--- config.mk ---
export PLATFORM = sky130hd
export DESIGN_NAME = serial_sub_8
export DESIGN_NICKNAME = d
export VERILOG_FILES = /design/src/rtl/serial_sub_pkg.sv /design/src/rtl/full_subtractor.sv /design/src/rtl/serial_sub_8.sv
export SDC_FILE = /design/constraint.sdc
export NUM_CORES = 1
export LEC_CHECK = 0
export BUFFER_PORTS_ARGS = -buffer_cell sky130_fd_sc_hd__buf_4
export CAP_MARGIN = 20
export CORE_ASPECT_RATIO = 1.1
export CORE_UTILIZATION = 45
export CTS_BUF_LIST = sky130_fd_sc_hd__clkbuf_16
export CTS_CLUSTER_SIZE = 14
export DETAILED_ROUTE_END_ITERATION = 8
export HOLD_SLACK_MARGIN = 0.12
export PLACE_DENSITY = 0.69
export SLEW_MARGIN = 20
export SYNTH_ARGS = -nofsm -noshare
export SYNTH_HDL_FRONTEND = slang
export SYNTH_SLANG_ARGS = --single-unit
--- constraint.sdc ---
create_clock -name clk -period 1.4 [get_ports clk]
set_input_delay 0.28 -clock clk [delete_from_list [all_inputs] [get_ports clk]]
set_output_delay 0.28 -clock clk [all_outputs]
set_load 0.01 [all_outputs]
--- src/rtl/serial_sub_pkg.sv ---
// serial_sub_pkg
//   Shared definitions for the bit-serial subtractor: FSM state encodings,
//   the default operand width and a constant-foldable ceil(log2) helper used
//   to size the bit counter.
package serial_sub_pkg;

  localparam logic [1:0] ST_IDLE = 2'd0;
  localparam logic [1:0] ST_RUN  = 2'd1;
  localparam logic [1:0] ST_DONE = 2'd2;

  localparam int DEFAULT_WIDTH = 32'sd8;

  // ceil(log2(value)); returns 0 for value <= 1.
  function automatic int clog2(input int value);
    int result;
    int v;
    result = 32'sd0;
    v      = value - 32'sd1;
    for (int i = 0; i < 32; i++) begin
      if (v > 32'sd0) begin
        result = result + 32'sd1;
        v      = v >>> 1;
      end else begin
        v      = v;
      end
    end
    return result;
  endfunction

endpackage

--- src/rtl/full_subtractor.sv ---
// full_subtractor
//   One-bit full subtractor: d = x - y - bi, with borrow-out bo.
//   Ports:
//     x, y  : minuend / subtrahend bits
//     bi    : borrow-in
//     d     : difference bit
//     bo    : borrow-out
module full_subtractor (
  input  logic x,
  input  logic y,
  input  logic bi,
  output logic d,
  output logic bo
);

  assign d  = x ^ y ^ bi;
  // Borrow when x=0,y=1, or when x==y and a borrow is already pending.
  assign bo = (~x & y) | (~(x ^ y) & bi);

endmodule

--- src/rtl/serial_sub_8.sv ---
// serial_sub_8
//   Bit-serial subtractor: diff = a - b - bin, one bit per clock, LSB first.
//   Operands are accepted with a valid/ready handshake in IDLE, processed over
//   WIDTH cycles in RUN, and presented in DONE until the consumer accepts.
//   Ports:
//     clk, rst_n          : clock, asynchronous active-low reset
//     in_valid / in_ready : operand handshake
//     a, b, bin           : minuend, subtrahend, borrow-in
//     out_valid/out_ready : result handshake
//     diff                : a - b - bin modulo 2^WIDTH
//     bout, zero, ovf     : final borrow, diff==0, signed overflow
module serial_sub_8
  import serial_sub_pkg::*;
#(
  parameter int WIDTH = DEFAULT_WIDTH
) (
  input  logic             clk,
  input  logic             rst_n,
  input  logic             in_valid,
  output logic             in_ready,
  input  logic [WIDTH-1:0] a,
  input  logic [WIDTH-1:0] b,
  input  logic             bin,
  output logic             out_valid,
  input  logic             out_ready,
  output logic [WIDTH-1:0] diff,
  output logic             bout,
  output logic             zero,
  output logic             ovf
);

  localparam int CW = (clog2(WIDTH) < 1) ? 1 : clog2(WIDTH);
  localparam logic [CW-1:0] LAST_BIT = CW'(WIDTH - 1);

  logic [1:0]       state_r;
  logic [1:0]       state_next_s;
  logic [CW-1:0]    cnt_r;
  logic             br_r;
  logic [WIDTH-1:0] a_sh_r;
  logic [WIDTH-1:0] b_sh_r;
  // Holds the WIDTH-1 difference bits produced so far; the last bit comes
  // straight from the full subtractor when the result is loaded.
  logic [WIDTH-2:0] res_r;
  logic [WIDTH-1:0] diff_r;
  logic             bout_r;
  logic             zero_r;
  logic             ovf_r;
  logic             in_ready_r;
  logic             out_valid_r;
  logic             in_ready_s;
  logic             out_valid_s;
  logic             d_s;
  logic             bo_s;
  logic             last_s;
  logic [WIDTH-1:0] full_s;

  full_subtractor u_fs (
    .x  (a_sh_r[0]),
    .y  (b_sh_r[0]),
    .bi (br_r),
    .d  (d_s),
    .bo (bo_s)
  );

  assign last_s = (cnt_r == LAST_BIT);
  assign full_s = {d_s, res_r};

  // State register.
  always_ff @(posedge clk or negedge rst_n) begin
    if (!rst_n) begin
      state_r <= ST_IDLE;
    end else begin
      state_r <= state_next_s;
    end
  end

  // Next-state logic; unknown encodings fall back to IDLE.
  always_comb begin
    state_next_s = ST_IDLE;
    case (state_r)
      ST_IDLE: begin
        if (in_valid) state_next_s = ST_RUN;
        else          state_next_s = ST_IDLE;
      end
      ST_RUN: begin
        if (last_s) state_next_s = ST_DONE;
        else        state_next_s = ST_RUN;
      end
      ST_DONE: begin
        if (out_ready) state_next_s = ST_IDLE;
        else           state_next_s = ST_DONE;
      end
      default: state_next_s = ST_IDLE;
    endcase
  end

  // Handshake outputs decoded from the next state, then registered.
  always_comb begin
    in_ready_s  = 1'b0;
    out_valid_s = 1'b0;
    case (state_next_s)
      ST_IDLE: in_ready_s  = 1'b1;
      ST_DONE: out_valid_s = 1'b1;
      default: begin
        in_ready_s  = 1'b0;
        out_valid_s = 1'b0;
      end
    endcase
  end

  // Registered handshake outputs.
  always_ff @(posedge clk or negedge rst_n) begin
    if (!rst_n) begin
      in_ready_r  <= 1'b1;
      out_valid_r <= 1'b0;
    end else begin
      in_ready_r  <= in_ready_s;
      out_valid_r <= out_valid_s;
    end
  end

  // Operand capture, serial datapath and result load.
  always_ff @(posedge clk or negedge rst_n) begin
    if (!rst_n) begin
      cnt_r  <= {CW{1'b0}};
      br_r   <= 1'b0;
      a_sh_r <= {WIDTH{1'b0}};
      b_sh_r <= {WIDTH{1'b0}};
      res_r  <= {(WIDTH-1){1'b0}};
      diff_r <= {WIDTH{1'b0}};
      bout_r <= 1'b0;
      zero_r <= 1'b0;
      ovf_r  <= 1'b0;
    end else begin
      case (state_r)
        ST_IDLE: begin
          if (in_valid) begin
            a_sh_r <= a;
            b_sh_r <= b;
            br_r   <= bin;
            cnt_r  <= {CW{1'b0}};
          end
        end
        ST_RUN: begin
          a_sh_r <= a_sh_r >> 1;
          b_sh_r <= b_sh_r >> 1;
          br_r   <= bo_s;
          res_r  <= (WIDTH-1)'(full_s >> 1);
          if (last_s) begin
            // Operand MSBs sit at bit 0 of the shift registers here.
            diff_r <= full_s;
            bout_r <= bo_s;
            zero_r <= (full_s == {WIDTH{1'b0}});
            ovf_r  <= (a_sh_r[0] != b_sh_r[0]) && (d_s != a_sh_r[0]);
          end else begin
            cnt_r  <= cnt_r + CW'(1);
          end
        end
        default: begin
          cnt_r <= cnt_r;
        end
      endcase
    end
  end

  assign in_ready  = in_ready_r;
  assign out_valid = out_valid_r;
  assign diff      = diff_r;
  assign bout      = bout_r;
  assign zero      = zero_r;
  assign ovf       = ovf_r;

endmodule

# Word level (Yosys, flattened, before mapping)
# Index checks and enable logic that the tools add are counted.
# Widths: inputs -> output; s select.
dict set report word_totals {
  elab_cells 51
  latchBits 0
  mem_count 0
  out_inout_bits 13
  mem_bits_rw 0
  rom_bits 0
  ff_bits 42
}
dict set report classes {
  bitwise 7
  n_reduce_logical 8
  magnitude_cmp 0
  n_mul 0
  eq_ne 8
  shift 0
  mux 15
  addsub 1
  div 0
}
# op count
set op_table {}
lappend op_table {{$pmux 8 s2} 2}
lappend op_table {{$mux 8} 2}
lappend op_table {{$logic_not 8->1} 1}
lappend op_table {{$mux 3} 2}
lappend op_table {{$pmux 2 s3} 1}
lappend op_table {{$pmux 3 s2} 1}
lappend op_table {{$eq 2x2->1 const B} 2}
lappend op_table {{$logic_not 2->1} 2}
lappend op_table {{$mux 1} 4}
lappend op_table {{$mux 2} 2}
lappend op_table {{$ne 2x2->1 const B} 2}
lappend op_table {{$reduce_and 2->1} 2}
lappend op_table {{$add 3x1->3 const B} 1}
lappend op_table {{$eq 3x3->1 const B} 1}
lappend op_table {{$reduce_and 3->1} 1}
lappend op_table {{$and 1x1->1} 2}
lappend op_table {{$eq 2x1->1 const B} 1}
lappend op_table {{$ne 1x1->1} 2}
lappend op_table {{$not 1->1} 2}
lappend op_table {{$pmux 1 s2} 1}
lappend op_table {{$reduce_bool 2->1} 1}
lappend op_table {{$xor 1x1->1} 2}
lappend op_table {{$logic_and 1x1->1} 1}
lappend op_table {{$or 1x1->1} 1}

# Logic depth before layout (Yosys ltp)
dict set report depth {
  word_depth 5
  depth_mapped 6
  mapped_depth_nobuf 5
}

# By module
# A second synthesis with hierarchy kept.
dict set report hier_totals {
  hier_cells 157
  hier_area_um2 1863.0
}
# module area_per_inst_um2 cells_per_inst instances
set by_module_without_submodules {}
lappend by_module_without_submodules {serial_sub_8 1831.8 153 1}
lappend by_module_without_submodules {full_subtractor 31.3 4 1}

# Worst setup path before layout
# OpenSTA, ideal clock, no wires.
dict set report synth_path {
  path_kind {register to register}
  from {reg cnt_r[0]}
  to {reg bout_r, in the netlist bout}
  t_required_ns 1.275
  setup_slack_ns -0.108
  synth_period_minus_slack_ns 1.508
  arrival_ns 1.382
  path_buffers 1
  path_stages_with_launch 6
  setup_ns 0.125
  cell_sequence {dfrtp_1 ha_1 ha_1 nand3b_4 buf_6 mux2_4}
}
dict set report synth_between {
  elab_chain_cells 2
}
# element line_no
set synth_rtl {}
lappend synth_rtl {{start: declaration} serial_sub_8.sv:37} ;# logic [CW-1:0] cnt_r;
lappend synth_rtl {{start signal: assignment} serial_sub_8.sv:125} ;# cnt_r <= {CW{1'b0}};
lappend synth_rtl {{start signal: assignment} serial_sub_8.sv:141} ;# cnt_r <= {CW{1'b0}};
lappend synth_rtl {{start signal: assignment} serial_sub_8.sv:156} ;# cnt_r <= cnt_r + CW'(1);
lappend synth_rtl {{$eq 3x3->1} serial_sub_8.sv:65} ;# assign last_s = (cnt_r == LAST_BIT);
lappend synth_rtl {{$reduce_and 2->1 (no line)} n/a}
lappend synth_rtl {{end signal: assignment} serial_sub_8.sv:152} ;# bout_r <= bo_s;
lappend synth_rtl {{end: declaration} serial_sub_8.sv:45} ;# logic bout_r;
# No other way between the ends.
# A chain may end at the register's enable or synchronous reset.

# Worst setup path after layout
dict set report layout_path {
  from {reg a_sh_r[0]}
  to {reg zero_r, in the netlist zero}
}
dict set report layout_between {
  elab_chain_cells 3
}
# element line_no
set layout_rtl {}
lappend layout_rtl {{start: declaration} serial_sub_8.sv:39} ;# logic [WIDTH-1:0] a_sh_r;
lappend layout_rtl {{start signal: assignment} serial_sub_8.sv:127} ;# a_sh_r <= {WIDTH{1'b0}};
lappend layout_rtl {{start signal: assignment} serial_sub_8.sv:145} ;# a_sh_r <= a_sh_r >> 1;
lappend layout_rtl {{$xor 1x1->1 (2 in a row)} full_subtractor.sv:16} ;# assign d = x ^ y ^ bi;
lappend layout_rtl {{$logic_not 8->1} serial_sub_8.sv:153} ;# zero_r <= (full_s == {WIDTH{1'b0}});
lappend layout_rtl {{end signal: assignment} serial_sub_8.sv:153}
lappend layout_rtl {{end: declaration} serial_sub_8.sv:46} ;# logic zero_r;
# No other way between the ends.

==> results.md <==
* Fin worst setup slack at -74.7 ps
* I/O pins at 34
* Clk buf depth at 2
* Fin Hold WS at 268 ps
* Final setup skew at 3.93 ps
* RSZ-0062 raised after global routing: yes
* Post-synthesis cell count at 156
* Critical path class: flip-flop to flip-flop
* Status: complete, but fails checks
* Core Box Area at 0.00396 mm^2
* Highest Clock Rate at 678 MHz
* Reg clk slew, reported paths at 60 ps
* Sw frac at 30.8%
* CTS root buf: clkbuf_16
* Pre-CTS setup slack at -89.0 ps
* Die area at 0.00437 mm^2
* Failing checks: setup timing
* Flop pwr share at 37.9%
* Final Hold Fails at 0
* R2R Path Start: a_sh_r[0]
* VDD IR max at 0.00110 V
* Total track usage at 19.1%
* Crit path max-delay cell type: fa_2
* DRC viols at 0
* CTS buffer count at 5
* Cell leakage power at 0.00120 uW
* Area after DPL at 0.00219 mm^2
* Clock sinks at 42
* Non-Filler Instances at 255
* Worst min-delay path class: primary input to flip-flop
* Int Power at 3980 uW
* Setup crit end kind: flip-flop
* Crit Reg-Reg Endpoint: zero
* DP HPWL at 2470 um
* WL/cell at 14.9 um
* First-pass GRT wire length at 6380 um
* Global placer's final weighted congestion at 0.711
* Die span in y at 69.2 um
* Slew @ Worst Pin at 520 ps
* Drt initial violations at 52
* Final WL at 3800 um
* H-Tree Depth at 2
* CTS tree: built
* Final setup viols at 10
* Antenna cells at 0
* Maxcap violations at 0
* Fin Setup TNS at -178 ps
* Slowest stage delay, CP at 600 ps
* Final ANT Viol Nets at 0
* Ys Warns at 0
* Sequential area share after synthesis at 56.9%
* Vias at 1357
* Later-pin clock latency in the skew report at 290 ps
* Drt pass-1 iters at 4
* Initial antenna violation count at 0
* Port bufs at 33
* Crit path max fanout at 4
* Synthesized Nets at 181
* Horiz. Die Dim at 63.1 um
* Critical path startpoint category: flip-flop
* Final min period at 1470 ps
* Fillers at 325
* Rows at 24
* Share of layout cells above drive strength 1 at 39.9%
* Nets at 227
* Final period utilization at 105%
* Hold Crit Start: b[5]
* Gr ovfl total at 0
* Endpoint, Worst Hold: b_sh_r[5]
* Slew Limit Fails at 0
* Hold Path Depth at 3
* Clk pwr share at 25.6%
* NetSw at 1770 uW
* Register bit count reported by yosys at 42
* PD cells at 2310 mW/mm^2
* Combinational share of power at 36.5%
* Pin count of the biggest net entering global routing at 43
* Worst-path cell chain: inv_2, fa_2, nor4b_4, nand2_1, o21ai_1
* Worst path required time at 1610 ps
* Area Overhead vs Synth at 34.6%
* Vias in the first global route at 1403
* Final instance area at 0.00249 mm^2
* Worst reg-to-reg setup slack at -70 ps
* Cell area after synthesis at 0.00185 mm^2
* Average size of a mapped cell at 11.9 um^2
* CP Data Arrival Time at 1690 ps
* Starting Density at 46.7%
* Total instance count after detailed placement at 241
* Max-slew headroom at 65.3%
* Distinct cells, synth at 27
* DR vias/cell at 5.32
* R2R depth at 5
## metal layers
layer / track usage [%] / vias to the layer above / wire length [um]
met4: 8.53 / 0 / 73
met5: 0 / - / 0
li1: - / 645 / -
met2: 32.0 / 37 / 1930
met1: 23.4 / 666 / 1660
met3: 3.95 / 9 / 137
## registers in the layout, indices dropped and copies added (netlist names)
name       flops
a_sh_r         8
b_sh_r         8
diff           8
res_r          7
cnt_r          3
state_r        2
bout           1
br_r           1
in_ready       1
out_valid      1
ovf            1
zero           1
## final cells by class
class                   instances  area (um^2)  area share (%)
flip-flops and latches         42         1050            42.3
clock buffers                   5          125            5.03
multi-input cells             103          808            32.5
clock inverters                 3         63.8            2.56
repair buffers                 48          367            14.7
inverters                       2         7.51           0.302
well taps                      52         65.1            2.61
## through the flow
step | total power (uW) | util, %
after floorplan | 3390 | -
after global placement | 3960 | 55.2
after detailed placement | 4070 | 55.2
after CTS | 5640 | 61.1
after global routing | 6120 | 62.8
final | 5760 | 62.8
## cells in the final DEF, fill, tap and decap left out, types with 5 or more instances in the layout
cell type | synthesis | routed
buf_4 | 3 | 46
dfrtp_1 | 41 | 40
nand2_1 | 25 | 25
a22oi_1 | 15 | 15
o21ai_0 | 11 | 10
o21ai_1 | 9 | 10
mux2_4 | 2 | 9
mux2_2 | 13 | 6
a22o_1 | 5 | 5
clkbuf_16 | 0 | 5
## worst max-delay path by stage
stage	cells past startpoint	from	endpoint	slack [ps]
after floorplan	5	cnt_r[1]	bout	-4
after global placement	4	br_r	zero	-40
after detailed placement	4	br_r	zero	-90
after CTS	5	a_sh_r[0]	zero	-90
after global routing	5	a_sh_r[0]	zero	-180
final	5	a_sh_r[0]	zero	-70
## power groups by stage
stage	Combinational [uW]	Sequential, uW	Clock, uW
5_1_grt	2310	2260	1540
6_report	2100	2180	1470
4_1_cts	1980	2170	1480
2_1_floorplan	1290	2100	0
3_5_place_dp	1910	2160	0
3_3_place_gp	1840	2120	0
## logic make-up after synthesis
family	Yosys count	synth area share, %
adder cells (fa/ha/maj)	4	3.11
multiplexers	15	9.54
AO/OA/AOI/OAI	45	16.1
flip-flops	42	56.9
AND/OR/NAND/NOR	37	9.68
buffers and inverters	12	4.19
XOR/XNOR	1	0.474
## cell usage after synthesis, drive strengths merged
| cell type | count | share of area, % |
|---|---|---|
| nand2b | 1 | 0.34 |
| a21oi | 3 | 0.81 |
| buf | 10 | 3.8 |
| a22oi | 15 | 6.1 |
| nor2b | 3 | 1.0 |
| a22o | 5 | 2.4 |
| dfstp | 1 | 1.4 |
| nor4 | 1 | 0.34 |
| nor2 | 3 | 0.61 |
| mux2 | 15 | 9.5 |
| nor4b | 1 | 0.47 |
| and2b | 1 | 0.41 |
| ha | 3 | 2.0 |
| xor2 | 1 | 0.47 |
| o21bai | 1 | 1.0 |
| nand2 | 25 | 5.1 |
| nand3b | 1 | 1.1 |
| and2 | 1 | 0.34 |
| dfrtp | 41 | 55 |
| o31ai | 1 | 0.41 |
| o21ai | 20 | 5.4 |
| fa | 1 | 1.1 |
| inv | 2 | 0.41 |
## what timing repair did
item                       4_1_cts  5_1_grt
gates cloned                     1        0
hold endpoints to repair        41        0
resized for setup                6       10
buffers inserted                 0        4
pin swaps                        2        4
hold buffers                     1        0
setup endpoints to repair       16       19
## worst max-delay path, delay by kind of cell (launching register included)
family / cells / cell delay, ps
AO/OA/AOI/OAI: 1 / 120
adder cells (fa/ha/maj): 1 / 600
AND/OR/NAND/NOR: 2 / 280
buffers and inverters: 1 / 60
flip-flops: 1 / 360
Note: power is estimated with default switching activity, not from simulation.
